File: src/rtl/sparsity_density_sampler_if.sv
// Observed stream beat plus the sample record that goes out to the adaptive FSM.
// The sampler is a passive tap, so the stream signals are inputs on both sides except for the stream source.
interface sparsity_density_sampler_if #(
  parameter int LANES  = 16,
  parameter int DATA_W = 8
);
  logic                    in_valid;
  logic                    in_ready;
  logic [LANES*DATA_W-1:0] in_data;
  logic                    sample_valid;
  logic [15:0]             nonzero_count;
  logic [15:0]             total_count;

  modport master (output in_valid, in_ready, in_data,
                  input  sample_valid, nonzero_count, total_count);
  modport slave  (input  in_valid, in_ready, in_data,
                  output sample_valid, nonzero_count, total_count);
endinterface

File: src/rtl/sparsity_density_sampler.sv
// Passive sparsity tap: counts near-zero elements per accepted beat and reports
// nonzero/total element counts once per SAMPLE_BEATS beats, with skip duty-cycling and flush.

module sds_lane #(
  parameter int DATA_W = 8
) (
  input  logic [DATA_W-1:0] x,
  input  logic [DATA_W-2:0] thresh,
  output logic              nz
);
  logic [DATA_W:0] ext, mag;
  // One extra bit so the most negative value keeps a magnitude above any threshold
  assign ext = {x[DATA_W-1], x};
  assign mag = x[DATA_W-1] ? (~ext + (DATA_W+1)'(1)) : ext;
  assign nz  = mag > {2'b00, thresh};
endmodule

module sparsity_density_sampler #(
  parameter int LANES        = 16,
  parameter int DATA_W       = 8,
  parameter int SAMPLE_BEATS = 16
) (
  input  logic                          clk,
  input  logic                          reset,
  input  logic                          enable,
  input  logic [DATA_W-2:0]             zero_thresh,
  input  logic [7:0]                    skip_beats,
  input  logic                          flush,
  output logic                          overflow_flag,
  sparsity_density_sampler_if.slave     bus
);
  localparam int PW = $clog2(LANES + 1);
  localparam int BW = (SAMPLE_BEATS > 1) ? $clog2(SAMPLE_BEATS) : 1;

  typedef enum logic [1:0] {IDLE, ACCUM, SKIP} state_t;

  state_t          state, state_nx;
  logic [BW-1:0]   beat_cnt, beat_cnt_nx;
  logic [7:0]      skip_cnt, skip_cnt_nx;
  logic            hs, capture, close, flush_fire;
  logic [LANES-1:0] lane_nz;
  logic [PW-1:0]   pop;

  // Stage 1 and stage 2 state
  logic            beat_s1, close_s1;
  logic [PW-1:0]   pop_s1;
  logic [15:0]     nz_acc, tot_acc;
  logic [16:0]     nz_sum, tot_sum;
  logic [15:0]     nz_sat, tot_sat;
  logic            sat_hit;
  logic            sample_valid_q;
  logic [15:0]     nz_out, tot_out;

  assign hs = bus.in_valid && bus.in_ready;

  for (genvar i = 0; i < LANES; i++) begin : g_lane
    sds_lane #(.DATA_W(DATA_W)) u_lane (
      .x      (bus.in_data[i*DATA_W +: DATA_W]),
      .thresh (zero_thresh),
      .nz     (lane_nz[i])
    );
  end

  always_comb begin
    pop = '0;
    for (int i = 0; i < LANES; i++) pop = pop + PW'(lane_nz[i]);
  end

  always_ff @(posedge clk or posedge reset) begin
    if (reset) begin
      state    <= IDLE;
      beat_cnt <= '0;
      skip_cnt <= '0;
    end else begin
      state    <= state_nx;
      beat_cnt <= beat_cnt_nx;
      skip_cnt <= skip_cnt_nx;
    end
  end

  always_comb begin
    state_nx    = state;
    beat_cnt_nx = beat_cnt;
    skip_cnt_nx = skip_cnt;
    capture     = 1'b0;
    close       = 1'b0;
    flush_fire  = 1'b0;
    if (!enable) begin
      state_nx    = IDLE;
      beat_cnt_nx = '0;
      skip_cnt_nx = '0;
    end else begin
      case (state)
        IDLE:  state_nx = ACCUM;
        ACCUM: begin
          capture    = hs;
          // beat_cnt counts everything since the last close, whether still in the pipe or accumulated
          flush_fire = flush && (hs || beat_cnt != '0);
          close      = (hs && beat_cnt == BW'(SAMPLE_BEATS - 1)) || flush_fire;
          if (hs) beat_cnt_nx = beat_cnt + BW'(1);
          if (close) begin
            beat_cnt_nx = '0;
            skip_cnt_nx = skip_beats;
            state_nx    = (skip_beats != 8'd0) ? SKIP : ACCUM;
          end
        end
        SKIP: begin
          if (hs) begin
            skip_cnt_nx = skip_cnt - 8'd1;
            if (skip_cnt == 8'd1) state_nx = ACCUM;
          end
        end
        default: state_nx = IDLE;
      endcase
    end
  end

  always_ff @(posedge clk or posedge reset) begin
    if (reset) begin
      beat_s1  <= 1'b0;
      close_s1 <= 1'b0;
      pop_s1   <= '0;
    end else if (!enable) begin
      beat_s1  <= 1'b0;
      close_s1 <= 1'b0;
      pop_s1   <= '0;
    end else begin
      beat_s1  <= capture;
      close_s1 <= close;
      if (capture) pop_s1 <= pop;
    end
  end

  // A flush with no beat on its edge travels as a close marker with beat_s1 low
  assign nz_sum  = {1'b0, nz_acc}  + (beat_s1 ? 17'(pop_s1) : 17'd0);
  assign tot_sum = {1'b0, tot_acc} + (beat_s1 ? 17'(LANES)  : 17'd0);
  assign nz_sat  = nz_sum[16]  ? 16'hFFFF : nz_sum[15:0];
  assign tot_sat = tot_sum[16] ? 16'hFFFF : tot_sum[15:0];
  assign sat_hit = nz_sum[16] || tot_sum[16];

  always_ff @(posedge clk or posedge reset) begin
    if (reset) begin
      nz_acc         <= '0;
      tot_acc        <= '0;
      sample_valid_q <= 1'b0;
      nz_out         <= '0;
      tot_out        <= '0;
      overflow_flag  <= 1'b0;
    end else if (!enable) begin
      nz_acc         <= '0;
      tot_acc        <= '0;
      sample_valid_q <= 1'b0;
      overflow_flag  <= 1'b0;
    end else begin
      sample_valid_q <= close_s1;
      if (sat_hit) overflow_flag <= 1'b1;
      if (close_s1) begin
        nz_out  <= nz_sat;
        tot_out <= tot_sat;
        nz_acc  <= '0;
        tot_acc <= '0;
      end else begin
        nz_acc  <= nz_sat;
        tot_acc <= tot_sat;
      end
    end
  end

  assign bus.sample_valid  = sample_valid_q;
  assign bus.nonzero_count = nz_out;
  assign bus.total_count   = tot_out;
endmodule

File: src/flat_wrapper.sv
// flat-port wrapper written by rule: the top's interface ports become plain ports
module sparsity_density_sampler_flat 
#(
  parameter int LANES        = 16,
  parameter int DATA_W       = 8,
  parameter int SAMPLE_BEATS = 16
)
  (clk, reset, enable, zero_thresh, skip_beats, flush, overflow_flag, bus_in_valid, bus_in_ready, bus_in_data, bus_sample_valid, bus_nonzero_count, bus_total_count);
  sparsity_density_sampler_if #(.LANES(LANES), .DATA_W(DATA_W)) bus_i ();
  input  logic clk;
  input  logic reset;
  input  logic enable;
  input  logic [DATA_W-2:0] zero_thresh;
  input  logic [7:0] skip_beats;
  input  logic flush;
  output logic overflow_flag;
  input wire logic [$bits(bus_i.in_valid)-1:0] bus_in_valid;
  input wire logic [$bits(bus_i.in_ready)-1:0] bus_in_ready;
  input wire logic [$bits(bus_i.in_data)-1:0] bus_in_data;
  output wire logic [$bits(bus_i.sample_valid)-1:0] bus_sample_valid;
  output wire logic [$bits(bus_i.nonzero_count)-1:0] bus_nonzero_count;
  output wire logic [$bits(bus_i.total_count)-1:0] bus_total_count;
  assign bus_i.in_valid = bus_in_valid;
  assign bus_i.in_ready = bus_in_ready;
  assign bus_i.in_data = bus_in_data;
  assign bus_sample_valid = bus_i.sample_valid;
  assign bus_nonzero_count = bus_i.nonzero_count;
  assign bus_total_count = bus_i.total_count;
  sparsity_density_sampler #(.LANES(LANES), .DATA_W(DATA_W), .SAMPLE_BEATS(SAMPLE_BEATS)) u_core (.clk(clk), .reset(reset), .enable(enable), .zero_thresh(zero_thresh), .skip_beats(skip_beats), .flush(flush), .overflow_flag(overflow_flag), .bus(bus_i));
endmodule
File: config.mk
export PLATFORM = sky130hd
export DESIGN_NAME = sparsity_density_sampler_flat
export DESIGN_NICKNAME = d
export VERILOG_FILES = /design/src/rtl/sparsity_density_sampler_if.sv /design/src/rtl/sparsity_density_sampler.sv /design/src/flat_wrapper.sv
export SDC_FILE = /design/constraint.sdc
export NUM_CORES = 1
export LEC_CHECK = 0
export CAP_MARGIN = 25
export CORE_MARGIN = 1.5
export CORE_UTILIZATION = 49
export CTS_CLUSTER_SIZE = 28
export DETAILED_ROUTE_END_ITERATION = 10
export PLACE_DENSITY_LB_ADDON = 0.08
export SETUP_SLACK_MARGIN = 0.5
export SLEW_MARGIN = 10
export SYNTH_ARGS = -nofsm -noshare
export SYNTH_HDL_FRONTEND = slang
export SYNTH_SLANG_ARGS = --single-unit
File: constraint.sdc
create_clock -name clk -period 3.9 [get_ports clk]
set_input_delay 0.78 -clock clk [delete_from_list [all_inputs] [get_ports clk]]
set_output_delay 0.78 -clock clk [all_outputs]
set_load 0.01 [all_outputs]
==> insert_results.sql <==
INSERT INTO impl_metrics (metric_group, metric, value, unit) VALUES
('synth', 'syn_area_per_cell', '8.45', 'um^2'),
('floorplan', 'coreArea', '18200', 'um^2'),
('run_status', 'violations', 'negative setup slack', ''),
('placement', 'placedInstanceArea', '12600', 'um^2'),
('drt', 'drt_iter0_drc', '335', ''),
('synth', 'number_of_flops_mapped_to_enable_cells_by_yosys', '0', ''),
('drt', 'wirelength', '24.3', 'mm'),
('floorplan', 'die_outline_area', '19600', 'um^2'),
('global_routing', 'grt_pass1_wl', '42.0', 'mm'),
('worst_setup_path', 'cp_data_arrival_time', '5.91', 'ns'),
('final_layout', 'post-route-cell-area', '13200', 'um^2'),
('synth', 'yosys.area_share.xor_xnor', '0.0895', ''),
('synth', 'largest_family_of_logic_cells_by_synthesized_area', 'adder cells', ''),
('cts', 'clock_tree.root_cell', 'sky130_fd_sc_hd__clkbuf_16', ''),
('synth', 'synthAdderAreaFrac', '0.220', ''),
('sta', 'max_freq', '176', 'MHz'),
('power_and_ir_drop', 'pwr_density_cell', '300', 'nW/um^2'),
('cts', 'numClockSinks', '87', ''),
('sta', 'setup_viol', '5', ''),
('drt', 'vias', '9227', ''),
('sta', 'tightest_slew', '0.785', 'ns'),
('worst_setup_path', 'critPathLaunchType', 'input port', ''),
('placement', 'place_congestion', '0.864', ''),
('global_routing', 'gr-total-overflow', '0', ''),
('global_routing', 'maximum_number_of_pins_on_one_net_before_global_route_repair', '88', ''),
('worst_setup_path', 'critical-path-max-stage-delay', '0.58', 'ns'),
('power_and_ir_drop', 'power_switching_share', '0.345', ''),
('sta', 'number_of_slew_limit_violations_in_the_final_report', '0', ''),
('sta', 'grt_setup_unrepaired', 'true', ''),
('synth', 'yosys_warnings', '0', ''),
('cts', 'holdBufCountCts', '0', ''),
('synth', 'postSynthNetCount', '1392', ''),
('final_layout', 'antennaDiodeCount', '0', ''),
('power_and_ir_drop', 'seq_power_share', '0.252', ''),
('run_status', 'status', 'finished with violations', ''),
('power_and_ir_drop', 'p_leak', '0.00617', 'uW'),
('sta', 'fin_hold_ws', '0.479', 'ns'),
('final_layout', 'mostFrequentLayoutCell', 'sky130_fd_sc_hd__buf_4', ''),
('worst_setup_path', 'worst-setup-path-type', 'in -> reg', ''),
('worst_setup_path', 'crit_slowest_cell', 'sky130_fd_sc_hd__fa_1', ''),
('global_routing', 'globalRouteTotalUtil', '0.258', ''),
('drt', 'drt-vias-per-instance', '5.46', ''),
('sta', 'hold_viol_final', '0', ''),
('sta', 'timing.final.ws_setup', '-1.78', 'ns'),
('power_and_ir_drop', 'power.switching', '1370', 'uW'),
('cts', 'tritoncts_clock_tree', 'built', ''),
('placement', 'port_buffers', '182', ''),
('drt', 'detail_route.drc_violations', '0', ''),
('floorplan', 'dieWidth', '140', 'um'),
('cts', 'cts_max_level', '3', ''),
('floorplan', 'ioPinCount', '183', ''),
('worst_setup_path', 'worst_path_dominant_cell_family', 'adder cells', ''),
('synth', 'synth_compound_area_frac', '0.203', ''),
('hold_path', 'worstHoldPathType', 'reg -> reg', ''),
('synth', 'async_reset_ff_frac', '1.00', ''),
('synth', 'synth.area.mux_share', '0.00327', ''),
('final_layout', 'layout.nets', '1759', ''),
('cts', 'clkTransAtPathRegs', '0.06', 'ns'),
('worst_setup_path', 'worstPathBufferInverterCount', '3', ''),
('sta', 'post-route-period-util', '1.46', ''),
('drt', 'routedWlPerCell', '14.4', 'um'),
('synth', 'synthesis.instances', '1088', ''),
('drt', 'dr.pass1.iters', '4', ''),
('worst_setup_path', 'crit_path_max_fanout', '2', ''),
('power_and_ir_drop', 'cellInternalPower', '2600', 'uW'),
('worst_setup_path', 'critical_path.most_common_cell', 'sky130_fd_sc_hd__fa_1', ''),
('sta', 'max_transition_margin', '0.473', ''),
('synth', 'post_synthesis_share_of_cell_area_spent_on_and_or_nand_and_nor_gates', '0.210', ''),
('power_and_ir_drop', 'power.ir.vdd_worst', '0.429', 'mV'),
('final_layout', 'area_growth_syn_to_layout', '43.6', '%'),
('synth', 'synth-seq-cells', '87', '');
==> through the flow <==
stage	setup TNS (ns)	total power (uW)	util	instances	setup slack, ns
final	-8.46	3960	0.725	1689	-1.78
after global routing	-9.43	4320	0.725	1689	-2.01
after CTS	-8.23	3990	0.723	1689	-1.74
after detailed placement	-12.09	3070	0.691	1647	-2.51
after global placement	-11.24	2990	0.691	1647	-2.34
after floorplan	-7.92	2260	-	1088	-1.67
==> worst paths after layout <==
kind                                                         from                                      end  cells past startpoint
min reg2reg                u_core.bus.total_count[15]$_DFFE_PP0P_   u_core.bus.total_count[15]$_DFFE_PP0P_                      2
min in group asynchronous                                   reset    u_core.bus.total_count[8]$_DFFE_PP0P_                      3
max                                               bus_in_data[74]             u_core.pop_s1[4]$_DFFE_PP0P_                     21
max reg2reg                              u_core.beat_s1$_DFF_PP0_  u_core.bus.nonzero_count[8]$_DFFE_PP0P_                      9
max in group asynchronous                                   reset             u_core.pop_s1[1]$_DFFE_PP0P_                      3
min                        u_core.bus.total_count[15]$_DFFE_PP0P_   u_core.bus.total_count[15]$_DFFE_PP0P_                      2
==> logic make-up after synthesis <==
family,count (synthesis)
XOR/XNOR,94
AO/OA/AOI/OAI,275
AND/OR/NAND/NOR,386
flip-flops,87
buffers and inverters,88
adder cells (fa/ha/maj),155
multiplexers,3
==> layout make-up <==
type,count,area (um^2),share of cell area
Clock buffer,10,239,0.0181
Clock inverter,6,67.6,0.00512
Inverter,71,268,0.0203
Multi-Input combinational cell,913,6880,0.521
Sequential cell,87,2180,0.165
Tap cell,229,287,0.0217
Timing Repair Buffer,373,3290,0.249
==> synth_stat cells (6+ instances only) <==
| master | instances | area share |
|---|---|---|
| sky130_fd_sc_hd__nor4_1 | 15 | 0.010 |
| sky130_fd_sc_hd__o31ai_1 | 22 | 0.018 |
| sky130_fd_sc_hd__o21a_1 | 17 | 0.014 |
| sky130_fd_sc_hd__ha_1 | 144 | 0.20 |
| sky130_fd_sc_hd__xor2_1 | 11 | 0.010 |
| sky130_fd_sc_hd__fa_1 | 11 | 0.024 |
| sky130_fd_sc_hd__a211oi_1 | 13 | 0.011 |
| sky130_fd_sc_hd__o22ai_1 | 13 | 0.0088 |
| sky130_fd_sc_hd__or3_1 | 18 | 0.012 |
| sky130_fd_sc_hd__dfrtp_1 | 87 | 0.24 |
| sky130_fd_sc_hd__nand4_1 | 18 | 0.012 |
| sky130_fd_sc_hd__a31oi_1 | 13 | 0.0088 |
| sky130_fd_sc_hd__nor2b_1 | 14 | 0.0095 |
| sky130_fd_sc_hd__clkbuf_1 | 12 | 0.0049 |
| sky130_fd_sc_hd__inv_1 | 71 | 0.029 |
| sky130_fd_sc_hd__nor2_1 | 95 | 0.039 |
| sky130_fd_sc_hd__nand3_1 | 28 | 0.015 |
| sky130_fd_sc_hd__a21oi_1 | 40 | 0.022 |
| sky130_fd_sc_hd__xnor2_1 | 83 | 0.079 |
| sky130_fd_sc_hd__and2_1 | 10 | 0.0068 |
| sky130_fd_sc_hd__nand2_1 | 111 | 0.045 |
| sky130_fd_sc_hd__nand2b_1 | 31 | 0.021 |
| sky130_fd_sc_hd__nor3_1 | 14 | 0.0076 |
| sky130_fd_sc_hd__a21boi_0 | 8 | 0.0065 |
| sky130_fd_sc_hd__nor4b_1 | 6 | 0.0057 |
| sky130_fd_sc_hd__o21ai_0 | 72 | 0.039 |
| sky130_fd_sc_hd__a21o_1 | 19 | 0.016 |
| sky130_fd_sc_hd__a211o_1 | 15 | 0.014 |
| sky130_fd_sc_hd__o2bb2ai_1 | 7 | 0.0067 |
==> tightest hold or removal path: stages, from the launching register on <==
cell	delay [ns]
sky130_fd_sc_hd__dfrtp_1	0.34
sky130_fd_sc_hd__nand2_1	0.04
sky130_fd_sc_hd__o21ai_0	0.06
==> state kept, by name (all words and copies together) (netlist names), 2 cells and up <==
register,count
u_core.bus.total_count,16
u_core.skip_cnt,8
u_core.beat_cnt,4
u_core.pop_s1,5
u_core.bus.nonzero_count,16
u_core.nz_acc,16
u_core.state,2
u_core.tot_acc,16
==> routing by layer <==
layer,vias up,wire [um],global-route usage
met2,221,12300,0.479
met3,57,1040,0.0332
met5,-,0,0
met4,0,674,0.0975
li1,4677,-,-
met1,4272,10300,0.303
==> repair_timing <==
action,4_1_cts,5_1_grt
endpoints found under the setup margin,5,5
setup buffers,26,0
pin swaps,52,5
resized for setup,82,10
==> power groups by stage <==
stage | Clock [uW] | Combinational (uW) | Sequential (uW)
finish | 876 | 2090 | 998
detailed placement | 0 | 2050 | 1020
CTS | 893 | 2100 | 999
global placement | 0 | 1980 | 1010
global route | 935 | 2380 | 1010
floorplan | 0 | 1230 | 1020
Note: power is estimated with default switching activity, not from simulation.
